`src/rtl/game_flow_ctrl.sv`:
```
// game_flow_ctrl: game sequencing FSM (idle, world restart, play, fade-out, game over, win).
// Ports: clk/rstn (sync active-low reset), frame_tick (one pulse per frame), start (button level),
//        over (world status: 00 running, 01 death, 10 clear, 11 death), world_rstn (active-low
//        world reset), stage/lives (progress), mask (RGB444 video mask), state (FSM code),
//        life_lost/stage_up (one-clk event pulses). All outputs are registered.
module game_flow_ctrl #(
    parameter int STAGES     = 4,
    parameter int STAGE_W    = 2,
    parameter int LIVES      = 3,
    parameter int FADE_STEP  = 2,
    parameter int RST_CYCLES = 8
) (
    input  logic               clk,
    input  logic               rstn,
    input  logic               frame_tick,
    input  logic               start,
    input  logic [1:0]         over,
    output logic               world_rstn,
    output logic [STAGE_W-1:0] stage,
    output logic [3:0]         lives,
    output logic [11:0]        mask,
    output logic [2:0]         state,
    output logic               life_lost,
    output logic               stage_up
);
    typedef enum logic [2:0] {
        IDLE      = 3'd0,
        RESTART   = 3'd1,
        PLAY      = 3'd2,
        FADE      = 3'd3,
        GAME_OVER = 3'd4,
        WIN       = 3'd5
    } state_t;

    localparam int RW = $clog2(RST_CYCLES + 1);
    localparam int FW = $clog2(FADE_STEP + 1);
    localparam logic [STAGE_W-1:0] LAST   = STAGE_W'(STAGES - 1);
    localparam logic [3:0]         LIVES4 = 4'(LIVES);

    state_t        st;
    logic          start_q;
    logic          clear;
    logic [RW-1:0] rst_cnt;
    logic [FW-1:0] step_cnt;
    logic [3:0]    lvl;
    logic          start_p;

    assign start_p = start & ~start_q;
    assign state   = st;

    always_ff @(posedge clk) begin
        if (!rstn) begin
            st         <= IDLE;
            start_q    <= 1'b1;
            clear      <= 1'b0;
            rst_cnt    <= '0;
            step_cnt   <= '0;
            lvl        <= 4'hF;
            stage      <= '0;
            lives      <= LIVES4;
            mask       <= 12'hFFF;
            world_rstn <= 1'b0;
            life_lost  <= 1'b0;
            stage_up   <= 1'b0;
        end else begin
            start_q   <= start;
            life_lost <= 1'b0;
            stage_up  <= 1'b0;
            case (st)
                IDLE, GAME_OVER, WIN: begin
                    if (start_p) begin
                        stage      <= '0;
                        lives      <= LIVES4;
                        st         <= RESTART;
                        rst_cnt    <= '0;
                        mask       <= 12'hFFF;
                        world_rstn <= 1'b0;
                    end
                end
                RESTART: begin
                    if (rst_cnt == RW'(RST_CYCLES - 1)) begin
                        st         <= PLAY;
                        world_rstn <= 1'b1;
                        mask       <= 12'hFFF;
                    end else begin
                        rst_cnt <= rst_cnt + RW'(1);
                    end
                end
                PLAY: begin
                    if (over != 2'b00) begin
                        st       <= FADE;
                        clear    <= (over == 2'b10);
                        lvl      <= 4'hF;
                        step_cnt <= '0;
                        mask     <= 12'hFFF;
                    end
                end
                FADE: begin
                    if (frame_tick) begin
                        // Exit only on a tick that finds the fade already fully dark.
                        if (lvl == 4'd0) begin
                            world_rstn <= 1'b0;
                            rst_cnt    <= '0;
                            if (!clear) begin
                                life_lost <= 1'b1;
                                if (lives > 4'd1) begin
                                    lives <= lives - 4'd1;
                                    st    <= RESTART;
                                    mask  <= 12'hFFF;
                                end else begin
                                    lives <= 4'd0;
                                    st    <= GAME_OVER;
                                    mask  <= 12'hF00;
                                end
                            end else begin
                                stage_up <= 1'b1;
                                if (stage < LAST) begin
                                    stage <= stage + STAGE_W'(1);
                                    st    <= RESTART;
                                    mask  <= 12'hFFF;
                                end else begin
                                    st   <= WIN;
                                    mask <= 12'h0F0;
                                end
                            end
                        end else if (step_cnt == FW'(FADE_STEP - 1)) begin
                            step_cnt <= '0;
                            lvl      <= lvl - 4'd1;
                            mask     <= {3{lvl - 4'd1}};
                        end else begin
                            step_cnt <= step_cnt + FW'(1);
                        end
                    end
                end
                default: begin
                    st         <= IDLE;
                    mask       <= 12'hFFF;
                    world_rstn <= 1'b0;
                end
            endcase
        end
    end
endmodule

```
`config.mk`:
```
export PLATFORM = sky130hd
export DESIGN_NAME = game_flow_ctrl
export DESIGN_NICKNAME = d
export VERILOG_FILES = /design/src/rtl/game_flow_ctrl.sv
export SDC_FILE = /design/constraint.sdc
export NUM_CORES = 1
export LEC_CHECK = 0
export BUFFER_PORTS_ARGS = -buffer_cell sky130_fd_sc_hd__clkbuf_2
export CAP_MARGIN = 25
export CORE_MARGIN = 10
export CORE_UTILIZATION = 35
export DETAILED_ROUTE_END_ITERATION = 7
export SLEW_MARGIN = 5
export SYNTH_ARGS = -nofsm -noshare
export SYNTH_HDL_FRONTEND = slang
export SYNTH_SLANG_ARGS = --single-unit
export TNS_END_PERCENT = 5
```
`constraint.sdc`:
```
create_clock -name clk -period 3.5 [get_ports clk]
set_input_delay 0.35 -clock clk [delete_from_list [all_inputs] [get_ports clk]]
set_output_delay 0.35 -clock clk [all_outputs]
set_load 0.02 [all_outputs]
```
; ---- Word level (Yosys, flattened, before mapping)
; Cells that the tools add are included.
; Widths: inputs -> output; s select.
[totals]
ff_bits = 36
word_cells = 112
output_inout_bits = 24
inputBits = 6
[op_classes]
bitwise_logic = 3
eq_ne = 20
n_addsub = 5
muxes = 53
magnitude_cmp = 2
n_reduce_logical = 17
[ops]
columns = operator, n
row1 = $mux 12, 8
row2 = $mux 4, 13
row3 = $pmux 12 s4, 1
row4 = $reduce_and 5->1, 6
row5 = $mux 3, 8
row6 = $ne 2x2->1 const B, 11
row7 = $mux 2, 9
row8 = $pmux 4 s2, 2
row9 = $pmux 3 s4, 1
row10 = $pmux 4 s3, 1
row11 = $mux 8, 1
row12 = $pmux 2 s2, 2
row13 = $reduce_and 4->1, 2
row14 = $sub 4x1->4 const B, 2
row15 = $eq 3x2->1 const B, 2
row16 = $eq 3x3->1 const B, 2
row17 = $mux 1, 6
row18 = $reduce_and 6->1, 1
row19 = $reduce_bool 2->1, 3
row20 = $add 2x1->2 const B, 2
row21 = $add 4x1->4 const B, 1
row22 = $eq 4x3->1 const B, 1
row23 = $gt 4x1->1 const B, 1
row24 = $logic_not 4->1, 1
row25 = 12 further kinds, 13

; ---- Longest topological paths before layout
; Gate-level depths: netlist (run 1).
[logic_depth]
depth_word = 6
depth_mapped = 8
mapped_depth_nobuf = 7

; ---- Least setup slack after synthesis (run 1)
; No wires, ideal clock.
[synth_path]
path_kind = reg2reg
start = register st[0] (netlist: state[0])
end = register lives[3]
period_less_slack_ps = 1840
setup_ps = 71
path_buffers = 2
arrival_ps = 1769
slack_ps = 1660
path_stages_with_launch = 8
required_ps = 3429
cell_sequence = dfxtp_1 > buf_4 > and3b_1 > buf_4 > nand4_2 > o21a_1 > or4_1 > a21oi_1
[synth_via]
elab_chain_cells = 4
elab_cells_between_ends = 12
cone_classes = 7 x eq/ne / 1 x mux / 4 x reduce/logical
[synth_lines]
columns = item, line
row1 = from (decl), 40  ; state_t st;
row2 = from (signal assigned), 53  ; st <= IDLE;
row3 = from (signal assigned), 74  ; st <= RESTART;
row4 = from (signal assigned), 82  ; st <= PLAY;
row5 = $eq 3x3->1 or $logic_not 3->1 (tied branches), 69  ; case (st)
row6 = $reduce_or 3->1, 69
row7 = $ne 2x2->1 (no source line) or $reduce_bool 2->1 (tied branches), --
row8 = $reduce_and 5->1 (no source line), --
row9 = to (signal assigned), 107  ; lives <= lives - 4'd1;
row10 = to (decl), 20  ; output logic [3:0] lives,
; Parallel ways exist; a longest one is shown, timed or not.
; A chain may end at the register's enable or synchronous reset.

; ---- Final worst setup path (run 1)
[layout_path]
start = register lvl[0]
end = register mask[11]
[layout_via]
elab_chain_cells = 5
elab_cells_between_ends = 8
cone_classes = 1 x add/sub / 1 x eq/ne / 4 x mux / 2 x reduce/logical
[layout_lines]
columns = item, line
row1 = from (decl), 45  ; logic [3:0] lvl;
row2 = from (signal assigned), 128  ; lvl <= lvl - 4'd1;
row3 = $sub 4x1->4, 129  ; mask <= {3{lvl - 4'd1}};
row4 = $mux 12, 126  ; end else if (step_cnt == FW'(FADE_STEP - 1)) begin
row5 = $mux 12, 101  ; if (lvl == 4'd0) begin
row6 = $mux 12, 99  ; if (frame_tick) begin
row7 = $pmux 12 s4, 69
row8 = to (signal assigned), 129
row9 = to (decl), 21  ; output logic [11:0] mask,
; Parallel ways exist; a longest one is shown, timed or not. The select of a mux whose other input is x is not followed.

==> impl_metrics.csv, run 1 <==
group,metric,value,unit
sta,finalHoldViolCount,0,
final_layout,drive_gt1_share,16.60,%
power,leakagePower,0.0009656,uW
drt,wl_met3,270,um
final_layout,syn_to_final_growth,15.11,%
yosys,netlist_area,0.001813,sq mm
global_routing,gr-usage-all-layers,10.73,%
clock_network,tritoncts,"yes",
floorplan,initial_utilization,35.72,%
drt,vias,1660,
place,io_buffers,29,
power,p_sw,333.8,uW
drt,highest_layer,"met4",
global_routing,antenna_found_initial,0,
clock_network,htreeDepth,2,
clock_network,ctsRootBufferMaster,"clkbuf_8",
floorplan,rows,26,
sta,slew-limit-headroom,45.96,%
floorplan,ios,30,
power,swShare,33.63,%
sta,clock_skew,0.004411,ns
yosys,syn_inst,221,
critical_path,crit_type,"reg -> reg",
yosys,synth_cell_types,48,
global_routing,grt_pass1_wl,7624,um
critical_path,rr_startpoint,"lvl[0]$_SDFFE_PN1P_",
power,p_clk_share,31.2,%
drt,ant_nets,0,
yosys,synth_seq_cells,36,
clock_network,cts_buffers,5,
critical_path,worstPathArrival,2.61,ns
min_path,whs_path_depth,2,
global_routing,grt.overflow.total,0,
critical_path,crit_required,3.69,ns
yosys,ys.flop_type,"dfxtp_1",
yosys,ys_seq_area_share,39.75,%
place,gp_congestion,0.8431,
critical_path,reg2regPathDepth,7,
floorplan,die_y,91.97,um
yosys,synth.avg_cell_area,8.204,sq um
min_path,min_from,"start",
clock_network,cts.path.max_buffers,2,
min_path,holdPathEnd,"start_q$_SDFF_PN1_",
global_routing,grt_pass1_vias,1576,
sta,period_share,69.23,%
drt,wl_met2,2097,um
final_layout,antennaDiodeCount,0,
clock_network,post_cts_buffers,0,
clock_network,cts.clk_slew.worst_paths,0.07,ns
sta,rsz0062_at_grt,"false",
clock_network,cts_resized,0,
global_routing,grt_max_degree,33,
critical_path,slowest_stage,"nand4_1",
sta,clock.fmax,0.4127,GHz
clock_network,cts_sinks,36,
drt,drt_iter0_drc,131,
sta,finalSetupTns,0,ns
sta,tightest_slew,0.8106,ns
clock_network,cts_hold_buf,0,
power,p_int,658.9,uW
floorplan,dieArea,0.008458,sq mm
drt,wirelength,4468,um
min_path,hold_class,"in -> reg",
critical_path,start_kind,"flop",
yosys,yosys_warnings,0,
drt,firstDrtPassIters,4,
critical_path,reg2reg_to,"mask[11]$_SDFFE_PN1P_",
critical_path,cp_cell_sequence,"inv_1 > ha_1 > or3b_1 > nand3_1 > nand4_1 > nand4b_1 > o31a_1",
drt,post-route-drc-count,0,
final_layout,fin_nets,257,
place,dp_hpwl,3208,um
critical_path,crit_fanout,21,
yosys,async_flop_share,0,%
critical_path,end_kind,"flop",
yosys,syn_nets,232,
critical_path,ff2ff_setup_slack,1.08,ns
floorplan,coreArea,0.005075,sq mm
power,irDropWorstVdd,126.5,uV
sta,period_minus_slack,2.423,ns
yosys,synth_edf_count,0,
place,placedCellCount,309,
sta,setup_viol,0,
power,p_seq_share,45.4,%
clock_network,clock_latency,0.29,ns
power,power.share.combinational,23.5,%
final_layout,stdcell_count,317,
floorplan,fp.dieW,91.97,um
job,maxCapViolations,0,
power,cellPowerDensity,475.7,mW/mm^2
sta,final_max_slew_viol_count,0,
outcome,status,"finished, final reports clean",
drt,met1_length,2064,um
drt,avgRoutedWirePerCell,14.09,um
critical_path,critPathMaxStageDelay,0.61,ns
drt,via_per_inst,5.237,
## final cells by class
cell class,count,area [sq um]
clock buffer,6,82.58
clock inverter,2,10.01
fill,561,2988
inverter,18,67.56
multi-input combinational,156,973.4
sequential,36,720.7
tap,70,87.58
timing repair buffer,29,145.1
## cells in the final DEF (no fill, tap or decap), types with 2 or more instances in the layout
master | synthesis | layout
ha_1 | 5 | 5
or3_1 | 4 | 4
nand3b_1 | 2 | 2
and3b_1 | 2 | 2
nand3_1 | 6 | 6
dfxtp_1 | 36 | 36
nand2_1 | 14 | 14
nor3_1 | 17 | 17
nand4b_1 | 2 | 2
o21ai_0 | 11 | 11
and2_1 | 2 | 2
or4_1 | 2 | 2
clkbuf_2 | 0 | 29
o21bai_1 | 2 | 2
clkinv_2 | 0 | 2
clkbuf_8 | 0 | 6
o22ai_1 | 2 | 2
inv_1 | 18 | 18
a21oi_1 | 11 | 11
a211oi_1 | 2 | 2
nor2b_1 | 3 | 3
nor3b_1 | 2 | 2
nand2b_1 | 8 | 8
o21ai_1 | 3 | 3
o21a_1 | 2 | 2
a31oi_1 | 12 | 12
mux2i_1 | 4 | 4
a21o_1 | 2 | 2
nor2_1 | 17 | 17
## sequential cells by signal, indices dropped and copies added (netlist names)
signal and count:
mask 12, step_cnt 2, world_rstn 1, rst_cnt 4
start_q 1, stage 2, lives 4, clear 1
lvl 4, stage_up 1, life_lost 1, state 3
## critical path, delay by kind of cell, from the launching register on
kind,cells,cell delay (ns)
buffers and inverters,1,0.08
DFF,1,0.33
adders and majority gates,1,0.23
AOI/OAI and AO/OA,1,0.13
and+or+nand+nor,4,1.55
## through the flow
step                utilization [%]  worst slack, ns  hold WS, ns  instance area [sq um]  power [uW]
floorplan                         -            1.661       0.4304                   1813       644.5
global placement              39.30            1.178       0.4401                   1994       692.0
detailed placement            39.30            1.102       0.4415                   1994       690.4
CTS                           41.12            1.092       0.2486                   2087        1002
global route                  41.12           0.8579       0.2558                   2087        1055
finish                        41.12            1.077       0.2546                   2087       992.8
## worst max path at each step
stage / start / end / slack (ns) / cells after the start
after floorplan: state[0]$_SDFFE_PN0P_ / lives[3]$_SDFFE_PN0P_ / 1.66 / 7
after global placement: lvl[0]$_SDFFE_PN1P_ / mask[11]$_SDFFE_PN1P_ / 1.18 / 7
after detailed placement: lvl[0]$_SDFFE_PN1P_ / mask[11]$_SDFFE_PN1P_ / 1.10 / 7
after CTS: lvl[0]$_SDFFE_PN1P_ / mask[11]$_SDFFE_PN1P_ / 1.09 / 7
after global routing: lvl[0]$_SDFFE_PN1P_ / mask[11]$_SDFFE_PN1P_ / 0.86 / 7
final: lvl[0]$_SDFFE_PN1P_ / mask[11]$_SDFFE_PN1P_ / 1.08 / 7
## power by group through the flow
stage,clock [uW],combinational (uW),sequential [uW]
floorplan,0,186,458
global placement,0,233,459
detailed placement,0,231,460
finish,309,233,450
global route,343,259,454
CTS,321,231,450
## routing by layer
metal  vias up  global-route usage [%]
met5         -                       0
met4         0                   5.013
met3         2                   3.178
met2        41                   16.41
met1       766                   13.50
li1        851                       -
## cells by family after synthesis
group           after synthesis  synth area share [%]
simple gates                 88                 26.78
compound gates               59                 21.25
flops                        36                 39.75
buf+inv                      29                 6.556
fa+ha+maj                     5                 3.451
mux                           4                 2.209
## synthesized netlist by cell type, types with 2 or more instances
library cell | instances | area, sq um
inv_1 | 18 | 67.56
nor3_1 | 17 | 85.08
and2_1 | 2 | 12.51
clkbuf_1 | 7 | 26.28
buf_4 | 2 | 15.01
mux2i_1 | 4 | 40.04
nand2b_1 | 8 | 50.05
a21oi_1 | 11 | 55.05
nor3b_1 | 2 | 15.01
a21o_1 | 2 | 15.01
and3b_1 | 2 | 17.52
a31oi_1 | 12 | 75.07
buf_2 | 2 | 10.01
nand3b_1 | 2 | 15.01
o21ai_1 | 3 | 15.01
nor2_1 | 17 | 63.81
dfxtp_1 | 36 | 720.7
ha_1 | 5 | 62.56
o21ai_0 | 11 | 55.05
o21bai_1 | 2 | 15.01
o21a_1 | 2 | 15.01
a211oi_1 | 2 | 15.01
nor2b_1 | 3 | 18.77
nand3_1 | 6 | 30.03
o22ai_1 | 2 | 12.51
nand2_1 | 14 | 52.55
or3_1 | 4 | 25.02
or4_1 | 2 | 15.01
nand4b_1 | 2 | 17.52
Note: power is estimated with default switching activity, not from simulation.
==> inputs of run 2 (changes only) <==
Settings changed: ABC_AREA set to 1.
Clock period 3.5 ns to 2.31 ns, I/O delays scaled along.
==> impl_metrics.csv, run 2 <==
group,metric,value,unit
drt,wirelength,4541,um
final_layout,mostFrequentLayoutCells,"nand2_1, nand3_1, nor2_1, dfxtp_1, clkbuf_2",
yosys,netlist_area,0.001967,sq mm
place,place_ws,0.6401,ns
clock_network,tritoncts,"yes",
min_path,whs_path_depth,3,
floorplan,die_y,94.97,um
yosys,synthTopCellsByCount,"nand2_1, nand3_1, dfxtp_1, nor2_1, inv_1",
yosys,yosys-top-cells-area,"dfxtp_1, nand2_1, nand3_1, nor2_1, inv_1",
critical_path,crit_required,2.49,ns
place,dp_hpwl,3517,um
critical_path,start_kind,"flop",
global_routing,grt_pass1_vias,1908,
yosys,synth.avg_cell_area,6.759,sq um
clock_network,cts.clk_slew.worst_paths,0.07,ns
final_layout,syn_to_final_growth,15.20,%
drt,post-route-drc-count,0,
outcome,status,"finished, final reports clean",
yosys,synth_edf_count,0,
critical_path,reg2reg_to,"lives[3]$_SDFFE_PN0P_",
floorplan,coreArea,0.005473,sq mm
job,maxCapViolations,0,
yosys,yosysMostFrequentCell,"nand2_1",
yosys,yosys.area.top_type_share,36.64,%
drt,drt_iter0_drc,40,
drt,vias,1849,
critical_path,worstPathArrival,1.90,ns
yosys,syn_inst,291,
place,io_buffers,29,
sta,clock.fmax,0.5799,GHz
critical_path,crit_top_cell,"nand2_1",
min_path,min_from,"start",
sta,finalHoldViolCount,0,
min_path,holdPathEnd,"start_q$_SDFF_PN1_",
yosys,syn_nets,302,
drt,firstDrtPassIters,4,
sta,period_minus_slack,1.725,ns
sta,final_max_slew_viol_count,0,
power,cellPowerDensity,1390,mW/mm^2
final_layout,largest_register_ffs,12,
yosys,ys.flop_type,"dfxtp_1",
drt,ant_nets,0,
sta,finalSetupTns,0,ns
yosys,async_flop_share,0,%
power,leakagePower,0.001127,uW
sta,clock_skew,0.005489,ns
clock_network,htreeDepth,2,
clock_network,cts.path.max_buffers,2,
floorplan,ios,30,
final_layout,top_register,"mask",
power,irDropWorstVdd,613.3,uV
sta,rsz0062_at_grt,"false",
yosys,synth_seq_cells,36,
final_layout,fin_nets,334,
sta,period_share,74.65,%
critical_path,cp_cell_sequence,"nand2_2 > nor2_4 > nand2_1 > o21ai_2 > nand2_1 > o21ai_0 > nor2_1",
clock_network,cts_resized,0,
clock_network,cts_sinks,36,
critical_path,slowest_stage,"dfxtp_1",
critical_path,ff2ff_setup_slack,0.59,ns
sta,worst_slack,0.5855,ns
drt,avgRoutedWirePerCell,11.47,um
global_routing,grt_pass1_wl,8224,um
yosys,yosys_warnings,0,
critical_path,critPathMaxStageDelay,0.47,ns
global_routing,gr-usage-all-layers,11.01,%
final_layout,antennaDiodeCount,0,
clock_network,cts_buffers,5,
yosys,yosysTopAreaCell,"dfxtp_1",
clock_network,clock_latency,0.29,ns
drt,via_per_inst,4.669,
global_routing,grt.overflow.total,0,
sta,slew-limit-headroom,77.08,%
floorplan,dieArea,0.009018,sq mm
critical_path,crit_type,"reg -> reg",
global_routing,grt_max_degree,28,
yosys,ys_seq_area_share,36.64,%
final_layout,final_common_cell,"nand2_1",
critical_path,rr_startpoint,"state[1]$_SDFFE_PN0P_",
critical_path,end_kind,"flop",
critical_path,reg2regPathDepth,7,
clock_network,cts_hold_buf,0,
floorplan,fp.dieW,94.97,um
critical_path,crit_fanout,13,
floorplan,initial_utilization,35.94,%
min_path,hold_class,"in -> reg",
sta,setup_viol,0,
final_layout,nFillCells,613,
final_layout,drive_gt1_share,18.83,%
yosys,synth_cell_types,26,
global_routing,antenna_found_initial,0,
sta,tightest_slew,0.3430,ns
clock_network,ctsRootBufferMaster,"clkbuf_8",
clock_network,post_cts_buffers,0,
floorplan,rows,27,
place,gp_congestion,0.8399,
-- run 2: cell types whose count changed after synthesis, moves of 8 or more --
cell      previous run  this run
nand2b_1             8         0
nor3_1              17         0
a31oi_1             12         0
nor2_1              17        36
nand2_2              0         8
nand3_1              6        58
nand2_1             14        83
inv_1               18        27
-- run 2: per-stage QoR --
stage	instances	power, uW	area (sq um)	utilization [%]	hold WS (ns)
global route	396	3500	2266	41.40	0.1419
global placement	388	2709	2173	39.71	0.4200
CTS	396	3194	2266	41.40	0.1263
floorplan	291	2343	1967	-	0.3266
finish	396	3149	2266	41.40	0.1267
detailed placement	388	2714	2173	39.71	0.4273
-- run 2: worst max-delay path by stage --
stage | startpoint | to | slack [ns] | cells past startpoint
2_1_floorplan | state[2]$_SDFFE_PN0P_ | mask[7]$_SDFFE_PN1P_ | 0.77 | 10
3_3_place_gp | state[1]$_SDFFE_PN0P_ | lives[3]$_SDFFE_PN0P_ | 0.70 | 7
3_5_place_dp | state[1]$_SDFFE_PN0P_ | lives[3]$_SDFFE_PN0P_ | 0.64 | 7
4_1_cts | state[1]$_SDFFE_PN0P_ | lives[3]$_SDFFE_PN0P_ | 0.61 | 7
5_1_grt | state[1]$_SDFFE_PN0P_ | mask[6]$_SDFFE_PN1P_ | 0.45 | 7
6_report | state[1]$_SDFFE_PN0P_ | lives[3]$_SDFFE_PN0P_ | 0.59 | 7
-- run 2: critical path: cells and delay by family, from the launching register on --
family          cells  cell delay, ns
simple gates        5            0.74
flops               1            0.47
compound gates      2            0.40
-- run 2: power by group --
part	internal (uW)	switching, uW
clock network	238	229
registers	845	181
logic	551	1100
total	1630	1510
-- run 2: routing by layer --
| layer | up-vias | GRT usage (%) | wire, um |
|---|---|---|---|
| met5 | - | 0 | 0 |
| met4 | 0 | 2.993 | 28 |
| li1 | 1000 | - | - |
| met3 | 4 | 3.648 | 258 |
| met1 | 813 | 12.41 | 2093 |
| met2 | 32 | 19.39 | 2161 |
-- run 2: area by class of cell --
| cell class | instances | area (sq um) | area share (%) |
|---|---|---|---|
| clock buffer | 6 | 82.58 | 3.644 |
| tap | 72 | 90.09 | 3.976 |
| sequential | 36 | 720.7 | 31.81 |
| multi-input combinational | 221 | 1099 | 48.48 |
| timing repair buffer | 30 | 152.6 | 6.737 |
| clock inverter | 2 | 10.01 | 0.4417 |
| inverter | 29 | 111.4 | 4.914 |
-- run 2: cell families after synthesis --
family,share of synthesized area (%)
simple gates,45.99
flops,36.64
buf+inv,7.506
compound gates,5.789
fa+ha+maj,3.181
xor+xnor,0.8907
==> inputs of run 3 (changes only) <==
Clock period 2.31 ns to 1.6 ns, I/O delays scaled along.
==> impl_metrics.csv, run 3 (synthesis gave the netlist of run 2 again) <==
group,metric,value,unit
final_layout,top_register,"mask",
floorplan,ios,30,
final_layout,fin_nets,350,
sta,setup_viol,0,
sta,period_share,91.38,%
global_routing,grt.overflow.total,0,
drt,post-route-drc-count,0,
clock_network,htreeDepth,2,
final_layout,register_area,726.9,sq um
sta,whs,0.06597,ns
critical_path,critPathMaxStageDelay,0.40,ns
final_layout,mostFrequentLayoutCells,"nand2_1, nand3_1, nor2_1, dfxtp_1, clkbuf_2",
clock_network,cts_sinks,36,
sta,slew-limit-headroom,82.01,%
clock_network,ctsRootBufferMaster,"clkbuf_8",
place,gp_congestion,0.8714,
clock_network,cts.path.max_buffers,2,
job,maxCapViolations,0,
clock_network,cts_buffers,5,
place,placedCellCount,399,
global_routing,grt_pass1_wl,8424,um
place,dp_hpwl,3650,um
floorplan,die_y,94.97,um
sta,tightest_slew,0.2689,ns
power,leakagePower,0.001189,uW
drt,via_per_inst,4.594,
floorplan,rows,27,
critical_path,path_buf_inv,2,
min_path,hold_class,"in -> reg",
final_layout,largest_register_ffs,12,
floorplan,dieArea,0.009018,sq mm
place,place_area,0.002256,sq mm
place,io_buffers,29,
clock_network,tritoncts,"yes",
global_routing,grt_pass1_vias,1956,
drt,drt_iter0_drc,61,
final_layout,nFillCells,591,
power,irDropWorstVdd,844.1,uV
outcome,status,"finished, final reports clean",
critical_path,start_kind,"flop",
global_routing,grt_max_degree,23,
critical_path,critPathTopFamily,"simple AND/OR/NAND/NOR gates",
final_layout,drive_gt1_share,26.25,%
clock_network,clock_latency,0.28,ns
sta,period_minus_slack,1.462,ns
sta,clock.fmax,0.6839,GHz
floorplan,coreArea,0.005473,sq mm
critical_path,crit_fanout,5,
critical_path,crit_top_cell,"nand3_1",
critical_path,cp_cell_sequence,"inv_1 > ha_1 > inv_1 > nand2_1 > nand3_1 > nand3_1 > nand2_1 > nand3_1 > nand3_1",
sta,final_max_slew_viol_count,0,
critical_path,crit_required,1.82,ns
place,place_ws,0.01273,ns
floorplan,fp.dieW,94.97,um
sta,clock_skew,0.005262,ns
sta,worst_slack,0.1379,ns
critical_path,slowest_stage,"dfxtp_1",
drt,avgRoutedWirePerCell,11.55,um
global_routing,gr-usage-all-layers,11.43,%
drt,vias,1888,
final_layout,final_area,0.002426,sq mm
final_layout,final_common_cell,"nand2_1",
final_layout,stdcell_count,411,
sta,finalHoldViolCount,0,
drt,ant_nets,0,
critical_path,cp.depth,9,
final_layout,multi_input_area,0.001147,sq mm
critical_path,worstPathArrival,1.69,ns
min_path,whs_path_depth,3,
critical_path,crit_type,"reg -> reg",
final_layout,syn_to_final_growth,23.35,%
floorplan,initial_utilization,35.94,%
clock_network,cts.clk_slew.worst_paths,0.07,ns
global_routing,antenna_found_initial,0,
power,cellPowerDensity,1982,mW/mm^2
critical_path,reg2regPathDepth,9,
drt,wirelength,4748,um
final_layout,antennaDiodeCount,0,
critical_path,end_kind,"flop",
drt,firstDrtPassIters,4,
-- run 3: cell types whose count changed in the layout (fill, tap and decap cells not counted), moves of 3 or more --
| cell | before | now |
|---|---|---|
| buf_4 | 1 | 17 |
| nor2_1 | 36 | 33 |
| dfxtp_1 | 36 | 33 |
| inv_1 | 27 | 24 |
| inv_2 | 1 | 4 |
-- run 3: final cells by class --
type	instances	area share, %
repair buffers	46	11.24
flip-flops and latches	36	29.96
multi-input cells	221	47.29
inverters	29	4.590
well taps	72	3.713
clock inverters	1	0.2063
clock buffers	6	2.991
-- run 3: worst register-to-register path, delay by kind of cell, from the launching register on --
kind                     cells  cell delay (ns)
buffers and inverters        2             0.15
flip-flops                   1             0.40
adder cells (fa/ha/maj)      1             0.21
AND/OR/NAND/NOR              6             0.66
-- run 3: worst paths after layout --
| path | from | endpoint | slack, ns |
|---|---|---|---|
| hold / removal | start | start_q$_SDFF_PN1_ | 0.07 |
| setup / recovery | lives[0]$_SDFFE_PN1P_ | mask[2]$_SDFFE_PN1P_ | 0.14 |
| hold reg to reg | mask[4]$_SDFFE_PN1P_ | mask[4]$_SDFFE_PN1P_ | 0.46 |
| setup reg to reg | lives[0]$_SDFFE_PN1P_ | mask[2]$_SDFFE_PN1P_ | 0.14 |
-- run 3: per-stage QoR --
step           power (uW)  util, %  setup TNS, ns
5_1_grt              5331    44.33      -0.007533
3_3_place_gp         4008    41.22              0
3_5_place_dp         4026    41.22              0
2_1_floorplan        3383        -              0
4_1_cts              4655    42.73              0
6_report             4808    44.33              0
-- run 3: timing repair --
action | in CTS | in global routing
hold buffers | 0 | 0
resized for setup | 1 | 17
pin swaps | 1 | 5
gates cloned | 0 | 0
buffers inserted | 0 | 5
setup endpoints to repair | 1 | 32
-- run 3: where the power goes --
part	switching, uW	internal (uW)	total (uW)
combinational	1700	1020	2720
sequential	261	1230	1500
clock	300	296	595
-- run 3: layer usage --
| metal | vias to the layer above | GRT usage, % | share of wire [%] |
|---|---|---|---|
| li1 | 1030 | - | - |
| met1 | 825 | 12.72 | 46 |
| met2 | 24 | 20.02 | 48 |
| met3 | 9 | 3.727 | 4.2 |
| met4 | 0 | 3.865 | 1.8 |
| met5 | - | 0 | 0 |
